## config.mk

```make
export PLATFORM = sky130hd
export DESIGN_NAME = sysid_info_bank
export DESIGN_NICKNAME = d
export VERILOG_FILES = /design/src/rtl/sysid_info_bank.sv
export SDC_FILE = /design/constraint.sdc
export NUM_CORES = 1
export LEC_CHECK = 0
export BUFFER_PORTS_ARGS = -buffer_cell sky130_fd_sc_hd__buf_2
export CAP_MARGIN = 10
export CORE_ASPECT_RATIO = 0.7
export CORE_UTILIZATION = 35
export DETAILED_ROUTE_END_ITERATION = 8
export PLACE_DENSITY = 0.56
export SLEW_MARGIN = 25
export SYNTH_ARGS = -nofsm -noshare
export SYNTH_HDL_FRONTEND = slang
export SYNTH_SLANG_ARGS = --single-unit
```

## constraint.sdc

```tcl
create_clock -name clock -period 3.3 [get_ports clock]
set_input_delay 0 -clock clock [delete_from_list [all_inputs] [get_ports clock]]
set_output_delay 0 -clock clock [all_outputs]
set_load 0.01 [all_outputs]
```

## src/rtl/sysid_info_bank.sv

```systemverilog
// -----------------------------------------------------------------------------
// sysid_info_bank
// Read-mostly system identification register bank on a simple memory-mapped
// bus. Provides ID and build timestamp words, a capability word, a byte-lane
// writable scratch register, a free-running 64-bit uptime counter with a
// coherent high-word shadow, a control register (freeze / clear) and up to
// eight read-only user information words.
//
// Ports
//   clock         : single clock, all logic on the rising edge
//   reset         : synchronous active-high reset
//   address[3:0]  : word address
//   read          : read strobe (fixed one-cycle latency, never stalled)
//   write         : write strobe
//   writedata     : write data
//   byteenable    : write byte lanes (SCRATCH only)
//   user_info     : NUM_USER packed 32-bit user words, word k at [32k+31:32k]
//   readdata      : registered read data, zero when readdatavalid is low
//   readdatavalid : qualifies readdata for exactly one cycle per read
// -----------------------------------------------------------------------------
module sysid_info_bank #(
    parameter logic [31:0] ID_VALUE  = 32'h0000_0000,
    parameter logic [31:0] TIMESTAMP = 32'h0000_0000,
    parameter int          NUM_USER  = 4,
    parameter int          TICK_DIV  = 1
) (
    input  logic                     clock,
    input  logic                     reset,
    input  logic [3:0]               address,
    input  logic                     read,
    input  logic                     write,
    input  logic [31:0]              writedata,
    input  logic [3:0]               byteenable,
    input  logic [NUM_USER*32-1:0]   user_info,
    output logic [31:0]              readdata,
    output logic                     readdatavalid
);

    localparam logic [15:0] TICK_LAST  = 16'(TICK_DIV - 1);
    localparam logic [7:0]  NUM_USER_B = 8'(NUM_USER);

    localparam logic [3:0] ADDR_ID        = 4'd0;
    localparam logic [3:0] ADDR_TIMESTAMP = 4'd1;
    localparam logic [3:0] ADDR_CAPS      = 4'd2;
    localparam logic [3:0] ADDR_SCRATCH   = 4'd3;
    localparam logic [3:0] ADDR_UPTIME_LO = 4'd4;
    localparam logic [3:0] ADDR_UPTIME_HI = 4'd5;
    localparam logic [3:0] ADDR_CTRL      = 4'd6;

    logic [15:0] prescaler_r;
    logic [63:0] uptime_r;
    logic [31:0] hi_shadow_r;
    logic [31:0] scratch_r;
    logic        freeze_r;
    logic [31:0] readdata_r;
    logic        readdatavalid_r;

    logic [31:0] user_words_s [0:7];
    logic [31:0] read_mux_s;
    logic        clear_s;
    logic        ctrl_wr_s;
    logic        scratch_wr_s;
    logic        lo_rd_s;
    logic        tick_s;

    // Pad the user words out to the full 8-entry window; absent words read 0.
    for (genvar k = 0; k < 8; k++) begin : g_user
        if (k < NUM_USER) begin : g_present
            assign user_words_s[k] = user_info[k*32 +: 32];
        end else begin : g_absent
            assign user_words_s[k] = 32'd0;
        end
    end

    assign ctrl_wr_s    = write && (address == ADDR_CTRL);
    assign scratch_wr_s = write && (address == ADDR_SCRATCH);
    assign clear_s      = ctrl_wr_s && writedata[0];
    assign lo_rd_s      = read && (address == ADDR_UPTIME_LO);
    assign tick_s       = !freeze_r && (prescaler_r == TICK_LAST);

    // Read multiplexer: always reflects pre-write state of this cycle.
    always_comb begin
        read_mux_s = 32'd0;
        case (address)
            ADDR_ID:        read_mux_s = ID_VALUE;
            ADDR_TIMESTAMP: read_mux_s = TIMESTAMP;
            ADDR_CAPS:      read_mux_s = {16'h0001, 8'd0, NUM_USER_B};
            ADDR_SCRATCH:   read_mux_s = scratch_r;
            ADDR_UPTIME_LO: read_mux_s = uptime_r[31:0];
            ADDR_UPTIME_HI: read_mux_s = hi_shadow_r;
            ADDR_CTRL:      read_mux_s = {30'd0, freeze_r, 1'b0};
            4'd8, 4'd9, 4'd10, 4'd11,
            4'd12, 4'd13, 4'd14, 4'd15:
                            read_mux_s = user_words_s[address[2:0]];
            default:        read_mux_s = 32'd0;
        endcase
    end

    // Prescaler and uptime counter; a clear wins over a same-cycle tick.
    always_ff @(posedge clock) begin
        if (reset) begin
            prescaler_r <= 16'd0;
            uptime_r    <= 64'd0;
        end else if (clear_s) begin
            prescaler_r <= 16'd0;
            uptime_r    <= 64'd0;
        end else if (tick_s) begin
            prescaler_r <= 16'd0;
            uptime_r    <= uptime_r + 64'd1;
        end else if (!freeze_r) begin
            prescaler_r <= prescaler_r + 16'd1;
        end
    end

    // HI shadow captures the upper word from the same pre-increment value
    // returned by the LO read, so LO then HI forms a coherent 64-bit sample.
    always_ff @(posedge clock) begin
        if (reset) begin
            hi_shadow_r <= 32'd0;
        end else if (lo_rd_s) begin
            hi_shadow_r <= uptime_r[63:32];
        end
    end

    // SCRATCH byte-lane writes and CTRL freeze bit (CTRL ignores byteenable).
    always_ff @(posedge clock) begin
        if (reset) begin
            scratch_r <= 32'd0;
            freeze_r  <= 1'b0;
        end else begin
            if (scratch_wr_s) begin
                for (int b = 0; b < 4; b++) begin
                    if (byteenable[b]) begin
                        scratch_r[b*8 +: 8] <= writedata[b*8 +: 8];
                    end
                end
            end
            if (ctrl_wr_s) begin
                freeze_r <= writedata[1];
            end
        end
    end

    // Registered read response: one-cycle latency, data forced to 0 when idle.
    always_ff @(posedge clock) begin
        if (reset) begin
            readdata_r      <= 32'd0;
            readdatavalid_r <= 1'b0;
        end else if (read) begin
            readdata_r      <= read_mux_s;
            readdatavalid_r <= 1'b1;
        end else begin
            readdata_r      <= 32'd0;
            readdatavalid_r <= 1'b0;
        end
    end

    assign readdata      = readdata_r;
    assign readdatavalid = readdatavalid_r;

endmodule

```

==> results of run 1 <==
==> power breakdown <==
group	total (uW)	switching [uW]	internal (uW)
Clock	2070	915	1150
Combinational	368	172	196
Sequential	2170	11.4	2160
==> synth_stat cells (12+ instances only) <==
library cell	instances
dfxtp_1	178
nand2_1	136
a21oi_1	105
nor2_1	79
clkbuf_1	39
mux2i_1	35
nand3_1	34
mux4_2	32
a222oi_1	30
nand4_1	26
xor2_1	22
o21ai_0	21
or3_1	21
or4_1	18
o31ai_1	17
xnor2_1	14
nor3_1	12
==> worst paths after layout <==
check | start | to | slack [ps] | depth (start not counted)
setup / recovery | prescaler_r[0]$_SDFFE_PP0N_ | uptime_r[42]$_SDFFE_PP0P_ | 670 | 7
setup reg to reg | prescaler_r[0]$_SDFFE_PP0N_ | uptime_r[42]$_SDFFE_PP0P_ | 670 | 7
hold reg to reg | hi_shadow_r[16]$_SDFFE_PP0P_ | hi_shadow_r[16]$_SDFFE_PP0P_ | 450 | 2
hold / removal | address[3] | readdata[2]$_SDFF_PP0_ | 40 | 3
==> placed cells by master, fill, tap and decap left out, drive strengths merged, types with 3 or more instances in the layout <==
master / synthesis / layout
nand2: 136 / 136
o31ai: 17 / 17
dfxtp: 178 / 178
and3: 7 / 7
clkinvlp: 0 / 3
xnor2: 14 / 14
and2: 5 / 5
buf: 20 / 222
or3: 22 / 22
clkinv: 0 / 3
mux4: 32 / 32
nor2: 79 / 79
or4: 19 / 19
o21a: 3 / 3
a222oi: 30 / 30
nand4: 31 / 31
o21ai: 22 / 22
nor3: 13 / 13
ha: 3 / 3
a21oi: 105 / 105
inv: 10 / 15
xor2: 22 / 22
nand3: 34 / 34
nor2b: 5 / 5
nor4: 11 / 11
dlygate4sd3: 0 / 33
mux2i: 35 / 35
clkbuf: 39 / 19
==> per-stage QoR <==
step / hold slack [ps] / util (%)
finish: 41.3 / 46.0
global route: 41.7 / 46.0
CTS: 19.8 / 46.0
detailed placement: 240 / 42.0
global placement: 231 / 42.0
floorplan: 81.9 / -
==> routing by layer <==
metal	vias to the layer above	GRT usage (%)	part of all wire, %
met5	-	0	0
li1	3817	-	-
met1	3725	32.2	50
met4	0	3.83	0.65
met2	318	32.4	43
met3	13	4.09	6.9
==> area by class of cell <==
cell class                 count  area [um2]
multi-input combinational    670        4550
clock inverter                13         149
sequential                   178        3560
inverter                      10        37.5
tap                          312         390
fill                        2270       12500
timing repair buffer         255        1490
clock buffer                  19         443
==> worst min-delay path, stage by stage <==
cell       delay (ps)
buf_2             140
a2bb2oi_1         160
a21oi_1           140
==> kinds of logic after synthesis <==
family          count (synthesis)  synth area share (%)
fa+ha+maj                       3                 0.448
buf+inv                        69                  3.46
simple gates                  378                  23.2
xor+xnor                       36                  3.76
mux                            67                  12.8
flops                         178                  42.5
compound gates                186                  13.9
==> state kept, by name, indices dropped and copies added (netlist names) <==
name and count:
freeze_r 1, hi_shadow_r 32, prescaler_r 16, readdata 32
readdatavalid 1, scratch_r 32, uptime_r 64
==> metrics.yaml, run 1 <==
detailed_routing:
  drc: 0
  avgRoutedWirePerCell_um: 18.1
  vias: 7873
  drtAntennaViolNets: 0
  routed_wl_um: 26400
  vias_per_cell: 5.40
  drt_iter0_drc: 837
  dr.pass1.iters: 6
cells_and_area:
  diodes: 0
  drive_gt1_share_pct: 26.9
  final_cell_area_um2: 10600
  area_growth_pct: 26.6
  finalNetCount: 1307
  instances_no_fill: 1457
cts:
  cts_tree: "yes"
  cts_hold_buffers: 33
  clk_pin_slew_ps: 80
  cts_root_buf: "clkbuf_16"
  cts_setup_buffers: 0
  cts-htree-levels: 4
  cts.sinks: 178
  post_cts_resized: 0
  clock_path_buffers: 2
  cts-buffers-inserted: 17
  clk_latency_ps: 430
placement:
  place_worst_setup_slack_ps: 695
  gp_congestion: 0.827
  dpl_cell_area_um2: 9690
  hpwl_um: 19200
  place_inst: 1392
  io_buffers: 204
logic_synthesis:
  async_flop_share_pct: 0
  synth-edff-count: 0
  synthCells: 917
  ys_ff_latch: 178
  yosys.area.top_type_share_pct: 42.5
  yosysWarnings: 0
  syn-num-nets: 1092
  synth_ff_type: "dfxtp_1"
  ys_top_cells_by_area: "dfxtp_1 (43%), mux4_2 (8.6%), a21oi_1 (6.3%)"
  synth.yosys.seq_area_share_pct: 42.5
  yosys.area.top_type: "dfxtp_1"
  avgSynthCellArea_um2: 9.14
  synth_area_um2: 8380
  ys_types: 58
power:
  power.density_nw_per_um2: 434
  ir_drop_mv: 0.353
  totalPowerFinal_uw: 4610
  leakagePower_uw: 0.00407
sta:
  fin_crit_ps: 2630
  clock_skew_ps: 12.1
  fmaxAchievable_mhz: 380
  fin_tns_setup_ps: 0
  relSlewSlack_pct: 41.4
  fin_crit_sh_pct: 79.7
  worstMarginPinSlew_ps: 871
  setup_violations: 0
  rsz0062_at_grt: "no"
  hold_violations: 0
  final_max_slew_viol_count: 0
  fin_ws_ps: 670
setup_path:
  cp_num_buf_inv: 1
  path_class: "flip-flop to flip-flop"
  crit_path_max_fanout: 18
  crit_required_ps: 3650
  crit_slowest_cell: "or4_1"
  cp_top_family: "simple AND/OR/NAND/NOR gates"
  cp-end-kind: "flip-flop"
  startpoint_type: "flip-flop"
  crit_arrival_ps: 2980
  path_cells: "inv_1 > ha_1 > nor4b_2 > and4_1 > nand4_2 > or4_1 > a21oi_1"
  slowest_delay_ps: 650
global_routing:
  grt_antenna_before_repair: 0
  grt_pass1_vias: 7430
  grt_pass1_wl_um: 41800
  grt-ovfl-total: 0
  track_usage_pct: 21.6
  grt_start_max_net_pins: 39
floorplanning:
  core_area_um2: 23100
  initial_utilization_pct: 36.3
  dieHeight_um: 131
  rows: 46
  die-width_um: 187
  io_pins: 205
  die_area_um2: 24600
flow_run:
  maxCapViolCount: 0
hold_path:
  hp-class: "primary input to flip-flop"
outcome:
  status: "complete, no violations"
No activity file was read; power rests on OpenSTA's default activity.
==> run 2, diff against run 1 <==
Clock period 3.3 ns to 2.7 ns, I/O delays scaled along.
==> run 2 against run 1 <==
Against the previous run:
- clock-buffer cell count shrank 2
- die area is the same
- first-iteration DRC count shrank 17%
- final area grew 1.2%
- routed wire length shrank 0.81%
- clock skew grew 3.2 ps
- critical path depth is the same
- utilization grew 0.55 points
- setup slack lost 480 ps
- sequential power grew 23%
- via count grew 1.6%
- worst hold slack lost 24 ps
- largest power group unchanged
- highest routed layer unchanged
==> metrics.yaml, run 2 (synthesized netlist as in run 1, its figures left out) <==
outcome:
  status: "complete, no violations"
power:
  power.density_nw_per_um2: 518
  swShare_pct: 25.9
  totalPowerFinal_uw: 5570
  p_comb_share_pct: 8.2
  p_clk_share_pct: 44.1
  intPower_uw: 4130
  seq_power_share_pct: 47.7
  leakagePower_uw: 0.00415
  power.switching_uw: 1440
  ir_drop_mv: 0.426
detailed_routing:
  vias: 7998
  met2_length_um: 11000
  routed_wl_um: 26200
  dr.pass1.iters: 9
  drtAntennaViolNets: 0
  vias_per_cell: 5.44
  drt_iter0_drc: 697
  met1_length_um: 13100
  top_layer: "met4"
  wl_met3_um: 1720
  avgRoutedWirePerCell_um: 17.8
  drc: 0
sta:
  fin_crit_sh_pct: 92.9
  clock_skew_ps: 15.3
  fin_crit_ps: 2510
  rsz0062_at_grt: "no"
  setup_violations: 0
  final_max_slew_viol_count: 0
  worstMarginPinSlew_ps: 742
  hold_violations: 0
  fin_tns_setup_ps: 0
  fmaxAchievable_mhz: 399
  relSlewSlack_pct: 50.5
global_routing:
  grt_start_max_net_pins: 67
  grt_antenna_before_repair: 0
  grt-ovfl-total: 0
  track_usage_pct: 21.4
  grt_pass1_wl_um: 41400
  grt_pass1_vias: 7383
cts:
  post_cts_resized: 0
  cts_root_buf: "clkbuf_16"
  cts-htree-levels: 4
  cts-buffers-inserted: 17
  clk_latency_ps: 440
  cts_tree: "yes"
  cts_setup_buffers: 0
  cts.sinks: 178
  clock_path_buffers: 2
  cts_hold_buffers: 34
  clk_pin_slew_ps: 80
setup_path:
  path_class: "flip-flop to flip-flop"
  crit_required_ps: 3060
  startpoint_type: "flip-flop"
  cp-end-kind: "flip-flop"
  crit_path_max_fanout: 21
  crit_arrival_ps: 2870
placement:
  place_inst: 1405
  dpl_cell_area_um2: 9820
  hpwl_um: 19300
  io_buffers: 204
  gp_congestion: 0.825
cells_and_area:
  regMostFlops: "uptime_r"
  final_cell_area_um2: 10700
  mostFrequentLayoutCells: "buf_2 (204), dfxtp_1 (178), nand2_1 (136), a21oi_1 (105), nor2_1 (79)"
  layout_commonest_cell: "buf_2"
  diodes: 0
  largest_reg_flops: 64
  area_growth_pct: 28.2
  instances_no_fill: 1471
  drive_gt1_share_pct: 27.9
  finalNetCount: 1321
  final_util_pct: 46.5
floorplanning:
  io_pins: 205
  rows: 46
  die_area_um2: 24600
  dieHeight_um: 131
  initial_utilization_pct: 36.3
  die-width_um: 187
  core_area_um2: 23100
flow_run:
  maxCapViolCount: 0
hold_path:
  hp-class: "primary input to flip-flop"
==> run 2: cell count changes in the layout (fill, tap and decap cells not counted), sizes merged <==
| cell | delta |
|---|---|
| buf | +13 |
| bufinv | -2 |
| clkbuf | -2 |
| clkinvlp | -1 |
| dlygate4sd3 | +1 |
| inv | +5 |
==> run 2: final timing paths <==
kind                                      from                            to  slack (ps)  cells past startpoint
setup / recovery   prescaler_r[3]$_SDFFE_PP0N_     uptime_r[47]$_SDFFE_PP0P_         190                      7
hold reg to reg   hi_shadow_r[27]$_SDFFE_PP0P_  hi_shadow_r[27]$_SDFFE_PP0P_         460                      2
setup reg to reg   prescaler_r[3]$_SDFFE_PP0N_     uptime_r[47]$_SDFFE_PP0P_         190                      7
hold / removal                      address[2]       readdata[29]$_SDFF_PP0_          20                      4
==> run 2: layer usage <==
layer / vias to the layer above / GRT usage (%)
met5: - / 0
met4: 0 / 5.28
met3: 21 / 4.03
met2: 320 / 31.6
met1: 3796 / 31.8
li1: 3861 / -
==> run 2: metrics by stage <==
step                hold slack, ps  setup slack (ps)
floorplan                     81.9               631
global placement               229               293
detailed placement             235               259
CTS                           10.1               214
global route                  23.2              89.9
finish                        16.8               193
==> run 2: critical path, cell delays in order, from the launching register on <==
cell	delay, ps
dfxtp_1	350
nor4_2	440
and4_1	470
buf_4	230
nand4_1	90
buf_4	230
or4_1	480
a21oi_1	150
==> run 2: power by group through the flow <==
stage / clock (uW) / sequential [uW] / combinational (uW)
6_report: 2460 / 2660 / 456
3_3_place_gp: 0 / 2720 / 414
2_1_floorplan: 0 / 2720 / 214
3_5_place_dp: 0 / 2720 / 418
5_1_grt: 2620 / 2660 / 496
4_1_cts: 2510 / 2660 / 459
==> run 2: area by class of cell <==
cell class | count | area, um2
inverters | 10 | 37.5
flip-flops and latches | 178 | 3560
clock inverters | 15 | 154
well taps | 312 | 390
clock buffers | 17 | 425
multi-input cells | 670 | 4550
fillers | 2261 | 12300
repair buffers | 269 | 1620
==> run 3, diff against run 2 <==
Settings changed: RECOVER_POWER set to 25.
==> run 3 against run 2 <==
Against the previous run:
- first-iteration DRC count is 3.2% higher
- sequential power hardly changed
- fmax is 0.38% higher
- combinational power hardly changed
- routed wire length hardly changed
- clock power hardly changed
- clock skew is 1.9 ps lower
- highest routed layer unchanged
- largest power group unchanged
==> metrics.yaml, run 3 (synthesized netlist as in run 1, its figures left out) <==
outcome:
  status: "complete, no violations"
cells_and_area:
  largest_reg_flops: 64
  area_growth_pct: 27.6
  regMostFlops: "uptime_r"
  diodes: 0
  finalNetCount: 1321
  final_cell_area_um2: 10700
  final_util_pct: 46.3
  fillers: 2282
  drive_gt1_share_pct: 24.8
  layout_commonest_cell: "dfxtp_1"
  mostFrequentLayoutCells: "dfxtp_1 (178), buf_2 (169), nand2_1 (136), a21oi_1 (105), nor2_1 (79)"
placement:
  gp_congestion: 0.825
  dpl_cell_area_um2: 9820
  io_buffers: 204
  hpwl_um: 19300
sta:
  fin_crit_sh_pct: 92.5
  timing.hold.ws_ps: 17.7
  setup_violations: 0
  fin_tns_setup_ps: 0
  worstMarginPinSlew_ps: 1230
  relSlewSlack_pct: 18.1
  clock_skew_ps: 13.4
  fmaxAchievable_mhz: 400
  final_max_slew_viol_count: 0
  hold_violations: 0
  fin_crit_ps: 2500
  rsz0062_at_grt: "no"
cts:
  clk_latency_ps: 430
  clock_path_buffers: 2
  cts_tree: "yes"
  cts-htree-levels: 4
  post_cts_resized: 0
  cts_setup_buffers: 0
  cts_hold_buffers: 34
  cts.sinks: 178
  clk_pin_slew_ps: 80
  cts_root_buf: "clkbuf_16"
  cts-buffers-inserted: 17
floorplanning:
  die_area_um2: 24600
  initial_utilization_pct: 36.3
  io_pins: 205
  core_area_um2: 23100
  die-width_um: 187
  dieHeight_um: 131
  rows: 46
detailed_routing:
  avgRoutedWirePerCell_um: 17.8
  drc: 0
  drtAntennaViolNets: 0
  vias: 8004
  vias_per_cell: 5.44
  routed_wl_um: 26200
  drt_iter0_drc: 719
  dr.pass1.iters: 6
power:
  seq_power_share_pct: 47.7
  power.density_nw_per_um2: 520
  p_clk_share_pct: 44.1
  p_comb_share_pct: 8.1
  leakagePower_uw: 0.00400
  power.switching_uw: 1440
  swShare_pct: 25.9
  ir_drop_mv: 0.425
  totalPowerFinal_uw: 5570
  intPower_uw: 4120
setup_path:
  crit_arrival_ps: 2860
  startpoint_type: "flip-flop"
  cp-end-kind: "flip-flop"
  crit_required_ps: 3060
  r2r_slack_ps: 200
  path_class: "flip-flop to flip-flop"
  crit_slowest_cell: "or4_1"
  slowest_delay_ps: 480
  crit_path_max_fanout: 21
  cp_common_cell: "buf_4"
  path_cells: "nor4_2 > and4_1 > buf_4 > nand4_1 > buf_4 > or4_1 > a21oi_1"
global_routing:
  grt_antenna_before_repair: 0
  grt_pass1_vias: 7383
  track_usage_pct: 21.4
  grt_start_max_net_pins: 67
  grt-ovfl-total: 0
  grt_pass1_wl_um: 41400
hold_path:
  hp-class: "primary input to flip-flop"
flow_run:
  maxCapViolCount: 0
==> run 3: cell count changes in the layout (fill, tap and decap cells not counted) <==
cell	previous run	this run
clkbuf_2	0	1
clkbuf_1	0	35
buf_2	204	169
buf_4	29	28
==> run 3: power groups by stage <==
stage	clock network (uW)	registers [uW]	logic, uW
2_1_floorplan	0	2720	214
3_3_place_gp	0	2720	414
3_5_place_dp	0	2720	418
4_1_cts	2510	2660	459
5_1_grt	2620	2660	493
6_report	2460	2660	453
==> run 3: path summary, 6_finish.rpt <==
check                                    start                      endpoint  cells past startpoint
setup / recovery   prescaler_r[3]$_SDFFE_PP0N_     uptime_r[47]$_SDFFE_PP0P_                      7
hold / removal                      address[2]       readdata[29]$_SDFF_PP0_                      4
setup reg to reg   prescaler_r[3]$_SDFFE_PP0N_     uptime_r[47]$_SDFFE_PP0P_                      7
hold reg to reg   hi_shadow_r[27]$_SDFFE_PP0P_  hi_shadow_r[27]$_SDFFE_PP0P_                      2
==> run 3: through the flow <==
step	std cells	setup slack (ps)
final	1471	202
after global placement	1405	293
after floorplan	917	631
after global routing	1471	89.9
after detailed placement	1405	259
after CTS	1471	214
==> run 3: layer usage <==
metal  track usage, %  wire (um)  vias up
li1                 -          -     3865
met4             5.28        313        0
met1             31.8      13000     3776
met5                0          0        -
met2             31.6      11000      338
met3             4.03       1850       25
==> run 3: final cells by class <==
class / count / area (um2) / share of cell area [%]
Clock buffer: 17 / 425 / 3.98
Sequential cell: 178 / 3560 / 33.3
Tap cell: 312 / 390 / 3.65
Multi-Input combinational cell: 670 / 4550 / 42.6
Inverter: 10 / 37.5 / 0.351
Clock inverter: 15 / 154 / 1.44
Timing Repair Buffer: 269 / 1570 / 14.7
==> run 3: worst max-delay path: cells and delay by family, from the launching register on <==
| family | cells | cell delay, ps |
|---|---|---|
| buffers and inverters | 2 | 450 |
| AND/OR/NAND/NOR | 4 | 1460 |
| flip-flops | 1 | 350 |
| AO/OA/AOI/OAI | 1 | 150 |
